<file path="src/rtl/csr_access_unit_pkg.sv">
// Shared definitions for the CSR access unit: Zicsr funct3 encodings, CSR addresses, FSM states.
package csr_access_unit_pkg;

  localparam logic [2:0] F3_CSRRW  = 3'b001;
  localparam logic [2:0] F3_CSRRS  = 3'b010;
  localparam logic [2:0] F3_CSRRC  = 3'b011;
  localparam logic [2:0] F3_CSRRWI = 3'b101;
  localparam logic [2:0] F3_CSRRSI = 3'b110;
  localparam logic [2:0] F3_CSRRCI = 3'b111;

  localparam logic [11:0] CSR_MTVEC     = 12'h305;
  localparam logic [11:0] CSR_MEPC      = 12'h341;
  localparam logic [11:0] CSR_MCAUSE    = 12'h342;
  localparam logic [11:0] CSR_MVENDORID = 12'hF11;
  localparam logic [11:0] CSR_MCYCLE    = 12'hB00;
  localparam logic [11:0] CSR_MINSTRET  = 12'hB02;

  typedef enum logic [1:0] {
    ST_IDLE,
    ST_READ,
    ST_WRITE,
    ST_RESP
  } state_t;

  // funct3 000 (ECALL/EBREAK space) and 100 are not Zicsr operations
  function automatic logic is_illegal_funct3(input logic [2:0] funct3);
    return funct3[1:0] == 2'b00;
  endfunction

  function automatic logic is_read_only(input logic [11:0] addr);
    return addr[11:10] == 2'b11;
  endfunction

endpackage

</file>
<file path="src/rtl/csr_access_unit_rmw_alu.sv">
// Combinational read-modify-write datapath: new CSR value and whether a write-back is needed.
module csr_rmw_alu
  import csr_access_unit_pkg::*;
#(
  parameter int XLEN = 32
) (
  input  logic [2:0]      funct3,
  input  logic [XLEN-1:0] old_value,
  input  logic [XLEN-1:0] rs1_data,
  input  logic [4:0]      uimm,
  output logic [XLEN-1:0] new_value,
  output logic            need_write
);

  logic [XLEN-1:0] src;

  // Set/clear forms with rs1=x0 (or uimm=0) are pure reads and must not write
  always_comb begin
    src        = funct3[2] ? {{(XLEN-5){1'b0}}, uimm} : rs1_data;
    new_value  = old_value;
    need_write = 1'b0;
    case (funct3)
      F3_CSRRW, F3_CSRRWI: begin
        new_value  = src;
        need_write = 1'b1;
      end
      F3_CSRRS, F3_CSRRSI: begin
        new_value  = old_value | src;
        need_write = (uimm != 5'd0);
      end
      F3_CSRRC, F3_CSRRCI: begin
        new_value  = old_value & ~src;
        need_write = (uimm != 5'd0);
      end
      default: begin
        new_value  = old_value;
        need_write = 1'b0;
      end
    endcase
  end

endmodule

</file>
<file path="src/rtl/csr_access_unit.sv">
// Zicsr initiator: reads a CSR, applies RW/RS/RC, writes back, returns the old value.
// Optional macro CSR_ACCESS_RO_CHECK_EN rejects writes to read-only CSRs (addr[11:10]==2'b11).
module csr_access_unit
  import csr_access_unit_pkg::*;
#(
  parameter int XLEN          = 32,
  parameter int READY_TIMEOUT = 16
) (
  input  logic            clk,
  input  logic            reset,
  input  logic            flush,
  input  logic            req_valid,
  output logic            req_ready,
  input  logic [2:0]      req_funct3,
  input  logic [11:0]     req_csr_addr,
  input  logic [XLEN-1:0] req_rs1_data,
  input  logic [4:0]      req_rs1_idx,
  output logic [11:0]     csr_read_address,
  output logic [11:0]     csr_write_address,
  output logic [XLEN-1:0] csr_write_data,
  output logic            csr_write_enable,
  input  logic [XLEN-1:0] csr_read_out,
  input  logic            csr_ready,
  output logic            rsp_valid,
  output logic [XLEN-1:0] rsp_rd_data,
  output logic            rsp_illegal
);

  localparam int CNT_W = $clog2(READY_TIMEOUT + 1);
  localparam logic [CNT_W-1:0] CNT_LAST = CNT_W'(READY_TIMEOUT - 1);

  state_t          state, state_next;
  logic [2:0]      funct3_q;
  logic [11:0]     addr_q;
  logic [XLEN-1:0] rs1_q;
  logic [4:0]      idx_q;
  logic [XLEN-1:0] old_q;
  logic [CNT_W-1:0] cnt, cnt_next;
  logic            we_q;
  logic [XLEN-1:0] alu_new;
  logic            need_write;
  logic            ro_block;
  logic [XLEN-1:0] rsp_data_next;
  logic            rsp_illegal_next;

  csr_rmw_alu #(.XLEN(XLEN)) u_rmw_alu (
    .funct3    (funct3_q),
    .old_value (csr_read_out),
    .rs1_data  (rs1_q),
    .uimm      (idx_q),
    .new_value (alu_new),
    .need_write(need_write)
  );

`ifdef CSR_ACCESS_RO_CHECK_EN
  assign ro_block = need_write && is_read_only(addr_q);
`else
  assign ro_block = 1'b0;
`endif

  // A pipeline kill must suppress a write already registered for this cycle
  assign csr_write_enable = we_q & ~flush;

  always_comb begin
    state_next       = state;
    cnt_next         = '0;
    rsp_data_next    = '0;
    rsp_illegal_next = 1'b0;
    case (state)
      ST_IDLE: begin
        if (req_valid) begin
          if (is_illegal_funct3(req_funct3)) begin
            state_next       = ST_RESP;
            rsp_illegal_next = 1'b1;
          end else begin
            state_next = ST_READ;
          end
        end
      end
      ST_READ: begin
        if (csr_ready) begin
          if (ro_block) begin
            state_next       = ST_RESP;
            rsp_illegal_next = 1'b1;
          end else if (need_write) begin
            state_next = ST_WRITE;
          end else begin
            state_next    = ST_RESP;
            rsp_data_next = csr_read_out;
          end
        end else if (cnt == CNT_LAST) begin
          state_next       = ST_RESP;
          rsp_illegal_next = 1'b1;
        end else begin
          cnt_next = cnt + 1'b1;
        end
      end
      ST_WRITE: begin
        state_next    = ST_RESP;
        rsp_data_next = old_q;
      end
      default: state_next = ST_IDLE;
    endcase
    if (flush) begin
      state_next = ST_IDLE;
      cnt_next   = '0;
    end
  end

  always_ff @(posedge clk) begin
    if (reset) begin
      state             <= ST_IDLE;
      cnt               <= '0;
      req_ready         <= 1'b1;
      rsp_valid         <= 1'b0;
      we_q              <= 1'b0;
      rsp_rd_data       <= '0;
      rsp_illegal       <= 1'b0;
      csr_read_address  <= '0;
      csr_write_address <= '0;
      csr_write_data    <= '0;
      funct3_q          <= '0;
      addr_q            <= '0;
      rs1_q             <= '0;
      idx_q             <= '0;
      old_q             <= '0;
    end else begin
      state     <= state_next;
      cnt       <= cnt_next;
      req_ready <= (state_next == ST_IDLE);
      rsp_valid <= (state_next == ST_RESP);
      we_q      <= (state_next == ST_WRITE);
      if (state == ST_IDLE && state_next != ST_IDLE) begin
        funct3_q <= req_funct3;
        addr_q   <= req_csr_addr;
        rs1_q    <= req_rs1_data;
        idx_q    <= req_rs1_idx;
      end
      if (state == ST_IDLE && state_next == ST_READ) begin
        csr_read_address <= req_csr_addr;
      end
      if (state == ST_READ && csr_ready) begin
        old_q <= csr_read_out;
      end
      if (state_next == ST_WRITE) begin
        csr_write_address <= addr_q;
        csr_write_data    <= alu_new;
      end
      if (state_next == ST_RESP) begin
        rsp_rd_data <= rsp_data_next;
        rsp_illegal <= rsp_illegal_next;
      end
    end
  end

endmodule

</file>
<file path="config.mk">
export PLATFORM = sky130hd
export DESIGN_NAME = csr_access_unit
export DESIGN_NICKNAME = d
export VERILOG_FILES = /design/src/rtl/csr_access_unit_pkg.sv /design/src/rtl/csr_access_unit_rmw_alu.sv /design/src/rtl/csr_access_unit.sv
export SDC_FILE = /design/constraint.sdc
export NUM_CORES = 1
export LEC_CHECK = 0
export ABC_AREA = 0
export CELL_PAD_IN_SITES_DETAIL_PLACEMENT = 1
export CELL_PAD_IN_SITES_GLOBAL_PLACEMENT = 1
export CORE_MARGIN = 1
export CORE_UTILIZATION = 41
export DETAILED_ROUTE_END_ITERATION = 8
export PLACE_DENSITY = 0.92
export SETUP_SLACK_MARGIN = 0.02
export SLEW_MARGIN = 30
export SYNTH_ARGS = -nofsm -noshare
export SYNTH_HDL_FRONTEND = slang
export SYNTH_HIERARCHICAL = 1
export SYNTH_SLANG_ARGS = --single-unit
</file>
<file path="constraint.sdc">
create_clock -name clk -period 4.9 [get_ports clk]
set_clock_uncertainty 0.15 [all_clocks]
set_input_delay 0.735 -clock clk [delete_from_list [all_inputs] [get_ports clk]]
set_output_delay 0.735 -clock clk [all_outputs]
set_load 0.01 [all_outputs]
</file>
==> flow_summary_export.csv <==
group,metric,value,unit
floorplan,rows,51,
synth,synthDistinctLibCells,49,
layout,fin_nets,1145,
pwr,p_seq_share,42.8,%
synth,yosys.area.top_type,"dfxtp_1",
floorplan,die_area,0.0206,mm^2
drt,remaining_drc_errors,0,
global_route,overflow,0,
floorplan,ioPinCount,181,
flow_run,cap_violations,0,
critical_path,max_stage_delay,0.58,ns
drt,postRouteAntennaNets,0,
outcome,status,"completed",
drt,via_count,7506,
synth,synth_top_cell_area_share,44.7,%
pwr,p_per_area,345,mW/mm^2
critical_path,critPathBufInv,3,
pwr,swShare,26.1,%
sta,maxSlewViolCount,0,
sta,hold_slack,0.300,ns
synth,yosysWarnings,6,
critical_path,slowest_stage,"a311o_2",
sta,fin_crit_sh,68.0,%
layout,drive_gt1_share,11.3,%
synth,synth_edf_count,0,
place,dp_hpwl,17.8,mm
sta,relSlewSlack,41.6,%
pwr,clkPwrFrac,40.6,%
critical_path,critPathTopFamily,"compound AO/OA/AOI/OAI gates",
place,portBuffers,180,
synth,synthArstFlopShare,0,%
place,gp_congestion,0.786,
synth,yosysMostFrequentCell,"nand2_1",
drt,routed_via_density,5.66,
synth,synth_area,0.00820,mm^2
cts,cts_resized,0,
pwr,internal_power,2.75,mW
cts,cts-root-buf,"clkbuf_16",
global_route,grt_pass1_wl,41.7,mm
sta,fin_crit,3.33,ns
global_route,antenna_found_initial,0,
layout,diodes,0,
sta,fin_tns_setup,0,ns
pwr,leakage,3.77,nW
cts,cts-htree-levels,4,
cts,cts_tree,"built",
cts,postCtsHoldBufs,0,
floorplan,core_area,0.0195,mm^2
pwr,vdd_drop_max,0.251,mV
layout,final_cell_count_no_fill,1325,
cts,cts_max_path_buffers,2,
cts,clock-sinks,183,
cts,cts_buffers,17,
pwr,net-switching-power,0.970,mW
floorplan,fp.dieH,143,um
synth,synth_sequential_area_ratio,44.7,%
global_route,grt_usage,26.4,%
floorplan,die_w,143,um
sta,setup_viol_count_final,0,
synth,synthTopCellsByArea,"dfxtp_1 (45%), nand2_1 (9.4%), mux2i_1 (7.0%)",
floorplan,start_util,42.0,%
layout,area_delta_synth_final,31.3,%
drt,drt_wl_total,26.9,mm
critical_path,crit_path_start_kind,"flop",
worst_hold_path,hp-class,"flop to flop",
critical_path,arrival,3.54,ns
critical_path,critPathKind,"flop to flop",
sta,clock.fmax,0.300,GHz
synth,synthCells,923,
critical_path,crit_fanout,34,
drt,drt_first_pass_iters,5,
layout,fillers,2247,
layout,design_area,0.0108,mm^2
sta,worst_pin_slew,0.876,ns
pwr,power_frac_comb,16.6,%
synth,synthTopCellsByCount,"nand2_1 (205), dfxtp_1 (183), a21oi_1 (92)",
critical_path,path_cells,"buf_4 > or2_1 > o31a_1 > nand2_1 > a311o_2 > buf_12 > a31oi_4 > buf_16 > o2bb2ai_1",
cts,clk_latency,0.43,ns
sta,hold_viol,0,
layout,fin_util,55.1,%
critical_path,worstSetupEndpointType,"flop",
drt,wl_per_cell,20.3,um
place,dpl_cell_area,0.0101,mm^2
global_route,grt_max_degree,168,
place,dpl.cell_count,1293,
cts,post_cts_buffers,0,
global_route,grt_pass1_vias,7635,
synth,avgSynthCellArea,8.89,um^2
synth,synthFlopType,"dfxtp_1",
drt,drtIter0Drc,585,
cts,clkTransAtPathRegs,0.06,ns
synth,synth_seq_cells,183,
critical_path,critPathRequiredTime,5.11,ns
sta,rsz0062_at_grt,"false",
synth,syn_nets,1018,
[final cells by class]
type                    count  area (um^2)  share of cell area, %
well taps                 265          332                   3.08
flip-flops and latches    183         3660                   34.0
clock buffers              21          470                   4.37
repair buffers            198         1980                   18.4
inverters                   6         30.0                  0.279
multi-input cells         644         4120                   38.3
clock inverters             8          171                   1.59
[state kept, by name, indices dropped and copies added (netlist names), 2 cells and up]
signal	count
addr_q	12
cnt	5
csr_read_address	12
csr_write_address	12
csr_write_data	32
funct3_q	3
idx_q	5
old_q	32
rs1_q	32
rsp_rd_data	32
state	2
[kinds of logic (layout without fill, tap and decap cells)]
logic type                 after synthesis  in the layout  synth area share, %
adders and majority gates                6              6                0.915
DFF                                    183            183                 44.7
AOI/OAI and AO/OA                      225            225                 19.6
muxes                                   62             62                 7.78
buffers and inverters                   96            233                 5.67
xor gates and xnor gates                29             29                 3.10
and+or+nand+nor                        322            322                 18.3
[final timing paths]
path	startpoint	end	slack [ns]	depth (start not counted)
setup / recovery	funct3_q[1]	rsp_rd_data[5]	1.57	9
hold / removal	cnt[0]	cnt[0]	0.30	1
setup reg to reg	funct3_q[1]	rsp_rd_data[5]	1.57	9
hold reg to reg	cnt[0]	cnt[0]	0.30	1
[per-stage QoR]
stage	power [mW]	worst slack [ns]
after global routing	3.85	1.51
final	3.72	1.57
after CTS	3.72	1.30
after floorplan	1.99	2.31
after global placement	2.19	1.20
after detailed placement	2.22	1.03
[worst reg2reg max path, delay by kind of cell (launching register included)]
family	cells	cell delay, ns
simple gates	2	0.36
buf+inv	3	0.90
compound gates	4	1.51
flops	1	0.34
[layout by cell type, fill, tap and decap left out, types with 2 or more instances in the layout]
cell and count:
nand2_1 205, nor2_1 13, a21oi_1 91, clkdlybuf4s50_1 179, nor3_1 4, nor2b_1 19
mux2_4 3, nand3_1 2, a31oi_1 2, nor4_1 57, o2bb2ai_1 31, buf_12 2
mux2_2 2, xnor2_1 28, inv_1 5, a22oi_1 31, dfxtp_1 182, clkbuf_8 3
ha_1 6, nor2b_2 10, buf_4 14, bufinv_16 5, clkbuf_16 17, o31a_1 2
a31o_2 46, a31o_1 10, mux2i_1 57
[power groups by stage]
stage	sequential, mW	combinational [mW]	clock (mW)
floorplan	1.62	0.374	0
global placement	1.62	0.571	0
detailed placement	1.62	0.593	0
CTS	1.59	0.600	1.53
global route	1.60	0.659	1.60
finish	1.59	0.617	1.51
[metal layers]
layer	global-route usage, %	share of wire (%)
met1	33.6	44
met2	44.2	48
met3	4.27	4.7
met4	11.1	3.0
met5	0	0
Power figures use the tool's default switching activity.
